File: config.mk
export PLATFORM = sky130hd
export DESIGN_NAME = spi_periph
export DESIGN_NICKNAME = d
export VERILOG_FILES = /design/src/rtl/spi_periph.sv
export SDC_FILE = /design/constraint.sdc
export NUM_CORES = 1
export LEC_CHECK = 0
export CELL_PAD_IN_SITES_DETAIL_PLACEMENT = 1
export CELL_PAD_IN_SITES_GLOBAL_PLACEMENT = 2
export CORE_MARGIN = 4
export CORE_UTILIZATION = 40
export DETAILED_ROUTE_END_ITERATION = 6
export PLACE_DENSITY = 0.84
export REMOVE_ABC_BUFFERS = 1
export SETUP_SLACK_MARGIN = 0.02
export SKIP_LAST_GASP = 1
export SLEW_MARGIN = 20
export SYNTH_ARGS = -nofsm -noshare
export SYNTH_HDL_FRONTEND = slang
export SYNTH_SLANG_ARGS = --single-unit
File: constraint.sdc
create_clock -name clk -period 2.7 [get_ports clk]
set_input_delay 0.675 -clock clk [delete_from_list [all_inputs] [get_ports clk]]
set_output_delay 0.675 -clock clk [all_outputs]
set_load 0.02 [all_outputs]
File: src/rtl/spi_periph.sv
// SPI target: oversampled sclk/cs/mosi, one DWIDTH-bit word per transfer MSB-first, single-entry TX buffer and RX register.
// Pin edge to action is 3 clk; no backpressure: host strobes always accepted, RX overwrite is flagged via sticky ovr.
module spi_periph #(
    parameter int DWIDTH = 8
) (
    input  logic              clk,
    input  logic              rst,
    input  logic              sclk,
    input  logic              cs,
    input  logic              mosi,
    output logic              miso,
    input  logic [DWIDTH-1:0] din,
    input  logic              wr,
    input  logic              rd,
    output logic [DWIDTH-1:0] dout,
    output logic              done,
    output logic              rx_valid,
    output logic              tx_full,
    output logic              ovr,
    output logic              busy
);

    localparam int CW = (DWIDTH > 2) ? $clog2(DWIDTH) : 1;
    localparam logic [CW-1:0] LAST = CW'(DWIDTH - 1);

    typedef enum logic {IDLE, SHIFT} state_t;

    logic [2:0]        sclk_s;
    logic [2:0]        cs_s;
    logic [1:0]        mosi_s;
    logic              sclk_rise, sclk_fall, cs_fall;

    state_t            state, state_n;
    logic [CW-1:0]     bitcnt, bitcnt_n;
    logic [DWIDTH-1:0] rx_sr, rx_sr_n, rx_shift;
    logic [DWIDTH-1:0] tx_sr, tx_sr_n;
    logic [DWIDTH-1:0] tx_buf, tx_buf_n;
    logic [DWIDTH-1:0] dout_n;
    logic              reload, reload_n;
    logic              miso_n, done_n, rx_valid_n, tx_full_n, ovr_n;
    logic              load, complete;

    // bit 0 = first sync flop, bit 1 = synchronized value, bit 2 = edge-detect history
    always_ff @(posedge clk or negedge rst) begin
        if (!rst) begin
            sclk_s <= 3'b000;
            cs_s   <= 3'b111;
            mosi_s <= 2'b00;
        end else begin
            sclk_s <= {sclk_s[1:0], sclk};
            cs_s   <= {cs_s[1:0], cs};
            mosi_s <= {mosi_s[0], mosi};
        end
    end

    assign sclk_rise = sclk_s[1] & ~sclk_s[2];
    assign sclk_fall = ~sclk_s[1] & sclk_s[2];
    assign cs_fall   = ~cs_s[1] & cs_s[2];
    assign busy      = ~cs_s[1];

    always_ff @(posedge clk or negedge rst) begin
        if (!rst) begin
            state    <= IDLE;
            bitcnt   <= '0;
            rx_sr    <= '0;
            tx_sr    <= '0;
            tx_buf   <= '0;
            reload   <= 1'b0;
            miso     <= 1'b0;
            dout     <= '0;
            done     <= 1'b0;
            rx_valid <= 1'b0;
            tx_full  <= 1'b0;
            ovr      <= 1'b0;
        end else begin
            state    <= state_n;
            bitcnt   <= bitcnt_n;
            rx_sr    <= rx_sr_n;
            tx_sr    <= tx_sr_n;
            tx_buf   <= tx_buf_n;
            reload   <= reload_n;
            miso     <= miso_n;
            dout     <= dout_n;
            done     <= done_n;
            rx_valid <= rx_valid_n;
            tx_full  <= tx_full_n;
            ovr      <= ovr_n;
        end
    end

    always_comb begin
        state_n    = state;
        bitcnt_n   = bitcnt;
        rx_sr_n    = rx_sr;
        tx_sr_n    = tx_sr;
        tx_buf_n   = tx_buf;
        reload_n   = reload;
        miso_n     = miso;
        dout_n     = dout;
        done_n     = 1'b0;
        rx_valid_n = rx_valid;
        tx_full_n  = tx_full;
        ovr_n      = ovr;
        load       = 1'b0;
        complete   = 1'b0;
        rx_shift   = {rx_sr[DWIDTH-2:0], mosi_s[1]};

        case (state)
            IDLE: begin
                if (cs_fall) begin
                    state_n  = SHIFT;
                    load     = 1'b1;
                    bitcnt_n = '0;
                    reload_n = 1'b0;
                end
            end
            SHIFT: begin
                // cs deassertion takes priority over any coincident sclk edge
                if (cs_s[1]) begin
                    state_n  = IDLE;
                    miso_n   = 1'b0;
                    bitcnt_n = '0;
                    reload_n = 1'b0;
                end else if (sclk_rise) begin
                    rx_sr_n = rx_shift;
                    if (bitcnt == LAST) begin
                        complete = 1'b1;
                        bitcnt_n = '0;
                        reload_n = 1'b1;
                    end else begin
                        bitcnt_n = bitcnt + CW'(1);
                    end
                end else if (sclk_fall) begin
                    if (reload) begin
                        load     = 1'b1;
                        reload_n = 1'b0;
                    end else begin
                        tx_sr_n = {tx_sr[DWIDTH-2:0], 1'b0};
                        miso_n  = tx_sr[DWIDTH-2];
                    end
                end
            end
            default: state_n = IDLE;
        endcase

        // shifter takes the current buffer; a same-cycle wr lands in the buffer afterwards
        if (load) begin
            tx_sr_n   = tx_full ? tx_buf : '0;
            miso_n    = tx_full & tx_buf[DWIDTH-1];
            tx_full_n = 1'b0;
        end
        if (wr) begin
            tx_buf_n  = din;
            tx_full_n = 1'b1;
        end

        if (complete) begin
            dout_n     = rx_shift;
            done_n     = 1'b1;
            rx_valid_n = 1'b1;
            ovr_n      = rd ? 1'b0 : (ovr | rx_valid);
        end else if (rd) begin
            rx_valid_n = 1'b0;
            ovr_n      = 1'b0;
        end
    end

endmodule

Word level (Yosys, flattened, before mapping)
Index checks and enable logic that the tools add are counted.

Register bits: 48. Input bits: 15. Output and inout bits: 14. Logic and storage cells: 88.

$add $sub $neg: 1. Equal/unequal tests: 10. Multiplexer cells: 43. Bitwise operators: 9. Reductions and logical operators: 10.

Operators with widths (count): $mux 7 (7); $mux 1 (28); $mux 3 (4); $reduce_bool 2->1 (4); $ne 2x1->1 const B (3); $ne 3x2->1 const B (2); $pmux 1 s2 (3); $pmux 3 s2 (1); $reduce_and 3->1 (2); $reduce_and 5->1 (1); $and 1x1->1 (4); $ne 4x3->1 const B (1); $ne 4x4->1 const B (1); $not 1->1 (4); $reduce_and 4->1 (1); $add 3x1->3 const B (1); $eq 3x3->1 const B (1); $ne 3x3->1 const B (1); $reduce_bool 3->1 (1); $ne 2x2->1 const B (1); $reduce_and 2->1 (1); $or 1x1->1 (1).

Logic depth before layout (Yosys ltp)
Gate-level depths: netlist (run 1).

Depth after elaboration: 8. Gate-level depth with buffers: 5. Gate-level depth less buffers: 5.

Worst setup path after synthesis (run 1)
OpenSTA, ideal clock, no wires.

Path type: in2reg. Start point: input wr. End point: register tx_buf[0]. Arrival time: 1321 ps. Required time: 2575 ps. Slack: 1254 ps. Stages on the path: 2. Buffers on the path: 1. Cell sequence: clkbuf_1 > mux2_2.

RTL lines: from (decl) (line 13) `input logic wr,`; to (signal assigned) (line 80) `tx_buf <= tx_buf_n;`; to (decl) (line 37) `logic [DWIDTH-1:0] tx_buf, tx_buf_n;`.

No word-level cell between the ends.

Final worst setup path (run 1)
Start point: register cs_s[1]. End point: output busy.

Word-level cells in the longest chain between the ends: 1.

Ends and longest elaborated chain: from (decl) (line 29) `logic [2:0] cs_s;`; from (signal assigned) (line 51) `cs_s <= {cs_s[1:0], cs};`; $not 1->1 (no line); to (decl) (line 20) `output logic busy`.

No other way between the ends.

==> results of run 1 <==
-- power breakdown --
group	switching, W	internal, W
Sequential	0.0000550	0.000786
Combinational	0.0000763	0.0000987
Clock	0.000243	0.000210
-- worst max-delay path: cells and delay by family (launching register included) --
kind     cells  cell delay [ps]
buf+inv      2              720
flops        1              650
-- routing by layer --
layer | up-vias | routed length [um] | GRT usage, %
met1 | 671 | 1820 | 18.92
li1 | 599 | - | -
met5 | - | 0 | 0
met3 | 6 | 149 | 2.935
met4 | 0 | 84 | 7.216
met2 | 22 | 2065 | 24.04
-- state kept, by name, indices dropped and copies added (netlist names) --
| name | cells |
|---|---|
| sclk_s | 3 |
| mosi_s | 2 |
| ovr | 1 |
| dout | 8 |
| rx_sr | 7 |
| tx_full | 1 |
| cs_s | 3 |
| tx_sr | 7 |
| bitcnt | 3 |
| miso | 1 |
| rx_valid | 1 |
| state | 1 |
| done | 1 |
| tx_buf | 8 |
| reload | 1 |
-- how the worst max path moves through the flow --
stage,from,endpoint,slack (ps),depth (start not counted)
after floorplan,state,dout[1],1160,4
after global placement,cs_s[1],busy,730,2
after detailed placement,cs_s[1],busy,690,2
after CTS,cs_s[1],busy,340,2
after global routing,cs_s[1],busy,280,2
final,cs_s[1],busy,360,2
-- stage by stage --
stage          instance area [um^2]  setup slack (ps)  total power (W)  hold slack, ps
4_1_cts                        2485             343.0         0.001487           359.7
6_report                       2485             355.4         0.001468           359.2
3_5_place_dp                   2389             694.0         0.001031           337.8
5_1_grt                        2485             279.7         0.001547           365.5
2_1_floorplan                  2009              1157        0.0009448           331.2
3_3_place_gp                   2389             726.8         0.001013           332.9
-- cell usage in the layout (no fill, tap or decap), drive strengths merged --
cell type / count
o22ai: 1
dfrtp: 45
buf: 2
a21oi: 1
o211ai: 1
or3b: 1
nor3: 6
mux2: 23
nand4b: 1
a31oi: 7
inv: 5
ha: 2
a21o: 1
nand2b: 3
o22a: 1
a31o: 1
o21ai: 2
nand2: 4
nand4bb: 1
nand3: 7
nor3b: 1
clkinv: 1
nor2b: 4
o32a: 1
dfstp: 3
clkdlybuf4s50: 27
a211oi: 1
o2111ai: 5
and4b: 1
clkbuf: 6
o31ai: 1
and4bb: 2
a22o: 3
nor2: 6
-- cell type report --
type / count / area (um^2)
multi-input cells: 88 / 782.0
clock buffers: 6 / 82.58
repair buffers: 29 / 295.3
fillers: 492 / 2364
flip-flops and latches: 48 / 1205
clock inverters: 2 / 13.76
inverters: 4 / 22.52
well taps: 67 / 83.83
-- synthesized netlist by cell type, drive strengths merged --
cell	instances	share of area, %
o21ai	2	0.49
nand4b	1	0.73
o22ai	1	0.30
o32a	1	0.49
and4b	1	0.49
and4bb	2	1.4
nor3	6	1.5
nor2b	4	1.3
nand3	7	1.7
o211ai	1	0.37
o22a	1	0.43
a211oi	1	0.61
nand2	4	1.2
dfstp	3	3.8
a21oi	1	0.24
or3b	1	0.43
inv	4	1.1
o31ai	1	0.37
clkbuf	2	0.37
ha	2	1.2
o2111ai	5	2.1
nand2b	3	1.0
nor2	6	1.1
a31o	1	0.43
nand4bb	1	0.55
a21o	1	0.37
dfrtp	45	55
a22o	3	1.3
a31oi	7	2.1
buf	4	1.9
mux2	23	15
nor3b	1	0.61
-- cells by family after synthesis --
logic type / Yosys count
DFF: 48
buffers and inverters: 10
muxes: 23
adders and majority gates: 2
AOI/OAI and AO/OA: 26
and+or+nand+nor: 37
==> flow_metrics.py, run 1 <==
metrics = {
    "flow_run": {
        "cap_violations": 0,
    },
    "detailed_routing": {
        "drtIter0Drc": 43,
        "detail_route.wl_per_cell_um": 16.89,
        "vias_per_cell": 5.320,
        "drt_wl_total_um": 4120,
        "first_pass_iters": 4,
        "ant_nets": 0,
        "remaining_drc_errors": 0,
        "vias": 1298,
    },
    "floorplan": {
        "core_area_um2": 4848,
        "die_x_um": 79.69,
        "fp.dieArea_um2": 6351,
        "start_util_pct": 42.40,
        "die_h_um": 79.69,
        "rows": 25,
        "num_io_pins": 29,
    },
    "synth": {
        "synthAdderAreaFrac_pct": 1.217,
        "synth_top_family_by_area": "multiplexers",
        "syn_area_um2": 2056,
        "yosysSeqAreaShare_pct": 58.61,
        "synth_simple_gate_area_share_pct": 12.05,
        "synth_compound_area_share_pct": 9.617,
        "yosysWarnings": 0,
        "ys_seq_elements": 48,
        "avgSynthCellArea_um2": 14.08,
        "synthCells": 146,
        "synth-xor-area-share_pct": 0,
        "synth_mux_area_share_pct": 15.16,
        "synth_cell_type_count": 41,
    },
    "global_route": {
        "antenna_found_initial": 0,
        "grt_pass1_wl_um": 7134,
        "grt_pass1_vias": 1417,
        "grt_max_degree": 26,
        "track_usage_pct": 14.84,
        "grt.overflow.total": 0,
    },
    "placed_design": {
        "io_buffer_count": 28,
        "dp_hpwl_um": 2982,
        "place.gp.congestion": 0.7404,
        "place_inst": 236,
    },
    "sta": {
        "fin_crit_sh_pct": 86.84,
        "drv_slew": 0,
        "clock_skew_ps": 10.77,
        "rsz0062_at_grt": "false",
        "setup_violations": 0,
        "fin_crit_ps": 2345,
        "fmax_mhz": 426.5,
        "final_hold_viol_count": 0,
        "fin_tns_setup_ps": 0,
        "worstMarginPinSlew_ps": 573.6,
        "maxSlewHeadroom_pct": 61.76,
    },
    "cts": {
        "cts_tree": "done",
        "cts_hold_buffers": 0,
        "post_cts_buffers": 0,
        "root_buffer": "clkbuf_8",
        "clock_sinks": 48,
        "cts-htree-levels": 2,
        "path_clk_slew_ps": 90,
        "cts_resized": 0,
        "numCtsBuffers": 5,
        "ctsLongestPathBuffers": 2,
        "clk_latency_ps": 300,
    },
    "layout": {
        "syn2layout_area_growth_pct": 20.88,
        "layout.cells.non_filler": 244,
        "nets": 193,
        "fin_util_pct": 51.25,
        "diodes": 0,
        "drive_gt1_share_pct": 26.55,
    },
    "setup_path": {
        "crit_chain": "inv_1 > clkdlybuf4s50_1",
        "ff2ff_path_depth": 4,
        "r2r-start": "state",
        "max_stage_delay_ps": 650,
        "critPathLaunchType": "register",
        "reg2reg_slack_ps": 960,
        "cp.required_ps": 2030,
        "cp.arrival_ps": 1670,
        "cp_max_fo": 11,
        "crit_path_end_kind": "output port",
        "path_class": "register to output port",
        "r2r_end": "dout[2]",
        "crit_slowest_cell": "dfstp_2",
    },
    "power_and_ir_drop": {
        "p_leak_nw": 1.094,
        "power_density_nw_per_um2": 590.7,
        "peakVddDrop_mv": 0.2547,
    },
    "worst_hold_path": {
        "hold_path_class": "input pin to asynchronous set/reset pin",
    },
    "outcome": {
        "outcome": "finished, final reports clean",
    },
}
Note: power is estimated with default switching activity, not from simulation.
==> run 2: changes to the inputs <==
Settings changed: CORE_UTILIZATION 40 to 34, PLACE_DENSITY 0.84 to 0.76, TNS_END_PERCENT set to 20.
Clock period 2.7 ns to 1.9 ns, I/O delays scaled along.
==> run 2 against run 1 <==
Effect of this change:
- combinational power grew 50%
- register-to-register slack lost 740 ps
- utilization shrank 8.0 points
- sequential power increased by 40%
- largest cell class unchanged
- critical path depth is 1 lower
- highest routed layer unchanged
- cell count grew 5.3%
- final area up 2.4%
- sequential share of layout area shrank 1.1 points
- critical path type unchanged
- largest power group unchanged
- first-iteration DRC count is 70% higher
==> flow_metrics.py, run 2 (synthesis gave the netlist of run 1 again) <==
metrics = {
    "power_and_ir_drop": {
        "intPower_w": 0.001691,
        "combPwrFrac_pct": 11.9,
        "power_density_nw_per_um2": 869.4,
        "peakVddDrop_mv": 0.4061,
        "sw_frac_of_total_pct": 23.53,
        "p_sw_w": 0.0005204,
        "pwr-share-seq_pct": 53.4,
        "power_w": 0.002212,
        "p_clk_share_pct": 34.8,
        "p_leak_nw": 1.124,
    },
    "placed_design": {
        "dp_hpwl_um": 3023,
        "io_buffer_count": 28,
        "place_ws_ps": 166.5,
        "place.gp.congestion": 0.7177,
    },
    "setup_path": {
        "crit_slowest_cell": "clkdlybuf4s50_1",
        "crit_start": "rx_valid",
        "max_stage_delay_ps": 620,
        "crit_path_end_kind": "output port",
        "path_depth": 1,
        "endpoint": "rx_valid",
        "crit_chain": "clkdlybuf4s50_1",
        "r2r_end": "dout[7]",
        "cp_max_fo": 3,
        "r2r-start": "cs_s[1]",
        "critPathTopFamily": "buffers and inverters",
        "cp.arrival_ps": 1290,
        "critPathLaunchType": "register",
        "reg2reg_slack_ps": 220,
        "cp.required_ps": 1420,
        "worstPathBufferInverterCount": 1,
        "ff2ff_path_depth": 5,
        "path_class": "register to output port",
    },
    "cts": {
        "numCtsBuffers": 5,
        "root_buffer": "clkbuf_8",
        "path_clk_slew_ps": 90,
        "ctsLongestPathBuffers": 2,
        "clock_sinks": 48,
        "cts_tree": "done",
        "cts-htree-levels": 2,
        "clk_latency_ps": 300,
    },
    "detailed_routing": {
        "first_pass_iters": 4,
        "wl_met3_um": 94,
        "top_layer": "met4",
        "vias": 1265,
        "drtIter0Drc": 73,
        "routed-wl-met2_um": 2000,
        "drt_wl_total_um": 4082,
        "wl_met1_um": 1913,
        "vias_per_cell": 4.922,
        "remaining_drc_errors": 0,
        "ant_nets": 0,
        "detail_route.wl_per_cell_um": 15.88,
    },
    "flow_run": {
        "cap_violations": 0,
    },
    "layout": {
        "drive_gt1_share_pct": 28.57,
        "mostFrequentLayoutCell": "dfrtp_1",
        "layout_common_cells": "dfrtp_1, clkdlybuf4s50_1, mux2_4",
        "diodes": 0,
        "fillers": 626,
        "top_regs": "dout x8, tx_buf x8",
        "syn2layout_area_growth_pct": 23.74,
        "nets": 198,
        "fin_util_pct": 43.22,
    },
    "sta": {
        "fin_tns_setup_ps": 0,
        "rsz0062_at_grt": "false",
        "maxSlewHeadroom_pct": 73.00,
        "whs_ps": 72.73,
        "worstMarginPinSlew_ps": 403.3,
        "setup_violations": 0,
        "fmax_mhz": 566.3,
        "drv_slew": 0,
        "fin_crit_ps": 1766,
        "final_hold_viol_count": 0,
        "setup_ws_ps": 134.2,
        "fin_crit_sh_pct": 92.94,
        "clock_skew_ps": 5.678,
    },
    "floorplan": {
        "num_io_pins": 29,
        "die_x_um": 85.76,
        "core_area_um2": 5886,
        "rows": 28,
        "die_h_um": 85.76,
        "start_util_pct": 34.93,
        "fp.dieArea_um2": 7354,
    },
    "global_route": {
        "grt_pass1_vias": 1429,
        "grt_max_degree": 21,
        "antenna_found_initial": 0,
        "grt_pass1_wl_um": 7203,
        "grt.overflow.total": 0,
        "track_usage_pct": 12.26,
    },
    "worst_hold_path": {
        "hold_path_class": "input pin to asynchronous set/reset pin",
    },
    "outcome": {
        "outcome": "finished, final reports clean",
    },
}
==> run 2: cell count changes in the layout (fill, tap and decap cells not counted) <==
cell	change
dlygate4sd2_1	+1
clkinv_4	+1
buf_4	+6
buf_12	-1
clkinv_2	-1
inv_6	-1
bufinv_16	+1
clkdlybuf4s50_1	-1
==> run 2: how the worst min path moves through the flow <==
stage / to / slack (ps) / depth (start not counted)
global route: dout[5] / 80 / 1
detailed placement: sclk_s[1] / 340 / 0
finish: dout[5] / 70 / 1
floorplan: bitcnt[0] / 180 / 0
global placement: mosi_s[1] / 340 / 0
CTS: dout[5] / 80 / 1
==> run 2: metal layers <==
layer / global-route usage [%] / up-vias
li1: - / 608
met1: 16.24 / 636
met2: 19.84 / 15
met3: 2.690 / 6
met4: 4.317 / 0
met5: 0 / -
==> run 2: layout make-up <==
class	count	area [um^2]	area share, %
clock buffers	6	82.58	3.246
clock inverters	2	38.79	1.525
inverters	4	22.52	0.8854
multi-input cells	88	782.0	30.74
flip-flops and latches	48	1205	47.37
well taps	75	93.84	3.689
repair buffers	34	319.1	12.54
==> run 2: power groups by stage <==
| stage | Sequential [W] | Clock [W] | Combinational [W] |
|---|---|---|---|
| after global routing | 0.00119 | 0.000847 | 0.000292 |
| after CTS | 0.00118 | 0.000800 | 0.000264 |
| after global placement | 0.00120 | 0 | 0.000251 |
| after detailed placement | 0.00120 | 0 | 0.000265 |
| final | 0.00118 | 0.000769 | 0.000263 |
| after floorplan | 0.00119 | 0 | 0.000151 |
==> run 2: metrics by stage <==
step / area (um^2) / std cells
global route: 2544 / 257
floorplan: 2009 / 140
global placement: 2416 / 248
CTS: 2536 / 256
finish: 2544 / 257
detailed placement: 2416 / 248
==> run 2: repair_timing <==
| action | in CTS | in global routing |
|---|---|---|
| buffers inserted | 0 | 1 |
| endpoints found under the setup margin | 1 | 1 |
| hold buffers | 0 | 0 |
| resized for setup | 1 | 0 |
==> run 3: changes to the inputs <==
Settings changed: CORE_UTILIZATION 34 to 35, CTS_BUF_LIST set to sky130_fd_sc_hd__clkbuf_4 sky130_fd_sc_hd__clkbuf_8, PLACE_DENSITY 0.76 to 0.78.
==> run 3 against run 2 <==
Effect of this change:
- sequential power is essentially flat
- setup slack gained 1.7 ps
- clock-buffer cell count grew 1
- wire length grew 0.64%
- combinational power is essentially flat
- utilization grew 1.9 points
- critical path depth is the same
- first-iteration DRC count shrank 15%
- clock power shrank 20%
- largest power group unchanged
==> flow_metrics.py, run 3 (synthesis gave the netlist of run 1 again) <==
metrics = {
    "outcome": {
        "outcome": "finished, final reports clean",
    },
    "setup_path": {
        "cp.required_ps": 1420,
        "critPathLaunchType": "register",
        "path_class": "register to output port",
        "crit_path_end_kind": "output port",
        "crit_chain": "clkdlybuf4s50_1",
        "cp.arrival_ps": 1290,
        "ff2ff_path_depth": 4,
        "cp_max_fo": 2,
        "path_depth": 1,
        "critPathTopFamily": "buffers and inverters",
        "worstPathBufferInverterCount": 1,
        "max_stage_delay_ps": 620,
        "crit_slowest_cell": "clkdlybuf4s50_1",
    },
    "detailed_routing": {
        "ant_nets": 0,
        "drt_wl_total_um": 4108,
        "routed-wl-met2_um": 1967,
        "detail_route.wl_per_cell_um": 16.11,
        "vias_per_cell": 5.173,
        "vias": 1319,
        "first_pass_iters": 3,
        "top_layer": "met4",
        "drtIter0Drc": 62,
        "wl_met3_um": 132,
        "remaining_drc_errors": 0,
        "wl_met1_um": 1945,
    },
    "cts": {
        "cts-htree-levels": 2,
        "cts_hold_buffers": 0,
        "clk_latency_ps": 300,
        "path_clk_slew_ps": 90,
        "root_buffer": "clkbuf_8",
        "cts_tree": "done",
        "clock_sinks": 48,
        "ctsLongestPathBuffers": 2,
        "numCtsBuffers": 5,
    },
    "placed_design": {
        "place_ws_ps": 158.8,
        "io_buffer_count": 28,
        "place.gp.congestion": 0.7051,
        "place_inst": 245,
        "dp_hpwl_um": 2977,
    },
    "layout": {
        "nets": 199,
        "seqCellArea_um2": 1205,
        "top_regs": "dout x8, tx_buf x8",
        "fillers": 607,
        "mostFrequentLayoutCell": "dfrtp_1",
        "syn2layout_area_growth_pct": 22.95,
        "layout.cells.non_filler": 255,
        "layout_common_cells": "dfrtp_1, clkdlybuf4s50_1, mux2_4",
        "diodes": 0,
        "multiInputGateArea_um2": 782.0,
        "drive_gt1_share_pct": 28.96,
    },
    "sta": {
        "fmax_mhz": 566.9,
        "setup_violations": 0,
        "worstMarginPinSlew_ps": 471.3,
        "fin_crit_sh_pct": 92.85,
        "rsz0062_at_grt": "false",
        "clock_skew_ps": 7.663,
        "whs_ps": 120.1,
        "fin_crit_ps": 1764,
        "drv_slew": 0,
        "setup_ws_ps": 135.9,
        "maxSlewHeadroom_pct": 68.58,
        "final_hold_viol_count": 0,
        "fin_tns_setup_ps": 0,
    },
    "floorplan": {
        "fp.dieArea_um2": 7164,
        "rows": 27,
        "start_util_pct": 36.66,
        "die_x_um": 84.64,
        "core_area_um2": 5608,
        "die_h_um": 84.64,
        "num_io_pins": 29,
    },
    "global_route": {
        "antenna_found_initial": 0,
        "grt_pass1_wl_um": 7141,
        "grt.overflow.total": 0,
        "track_usage_pct": 12.50,
        "grt_pass1_vias": 1380,
        "grt_max_degree": 22,
    },
    "power_and_ir_drop": {
        "power_w": 0.002060,
        "peakVddDrop_mv": 0.3784,
        "p_leak_nw": 1.121,
        "power_density_nw_per_um2": 815.1,
    },
    "flow_run": {
        "cap_violations": 0,
    },
    "worst_hold_path": {
        "hold_path_class": "input pin to asynchronous set/reset pin",
    },
}
run 3: cell types whose count changed in the layout (fill, tap and decap cells not counted):
cell,before,now
clkbuf_8,6,5
bufinv_16,1,0
clkinv_4,1,0
clkbuf_4,0,2
clkinv_2,0,1
buf_12,0,1
run 3: final timing paths:
| check | end | start | slack [ps] |
|---|---|---|---|
| max | dout[6] | dout[6] | 140 |
| min | tx_buf[5] | rst | 120 |
| max reg2reg | dout[4] | sclk_s[2] | 230 |
| min reg2reg | mosi_s[1] | mosi_s[0] | 360 |
| max in group asynchronous | cs_s[0] | rst | 1220 |
| min in group clk | mosi_s[1] | mosi_s[0] | 360 |
run 3: power breakdown:
part	internal (W)	leakage (nW)	total (W)	switching, W
Clock	0.000287	0.0491	0.000613	0.000326
Sequential	0.00112	0.602	0.00118	0.0000657
Combinational	0.000149	0.470	0.000265	0.000117
Total	0.00155	1.12	0.00206	0.000508
run 3: cell type report:
| type | instances | area share [%] |
|---|---|---|
| Clock buffer | 7 | 3.317 |
| Clock inverter | 1 | 0.1980 |
| Inverter | 4 | 0.8911 |
| Multi-Input combinational cell | 88 | 30.94 |
| Sequential cell | 48 | 47.67 |
| Tap cell | 72 | 3.564 |
| Timing Repair Buffer | 35 | 13.42 |
run 3: repair_timing:
item,4_1_cts,5_1_grt
setup endpoints to repair,1,1
buffers inserted,0,2
gates resized for setup,1,0
run 3: layer usage:
metal  vias up  global-route usage (%)
li1        610                       -
met5         -                       0
met1       684                   16.70
met3         6                   3.533
met4         0                   4.460
met2        19                   19.43
run 3: per-stage QoR:
step / utilization (%) / cell area [um^2]
4_1_cts: 44.80 / 2512
2_1_floorplan: - / 2009
5_1_grt: 45.07 / 2527
3_5_place_dp: 43.24 / 2425
3_3_place_gp: 43.24 / 2425
6_report: 45.07 / 2527
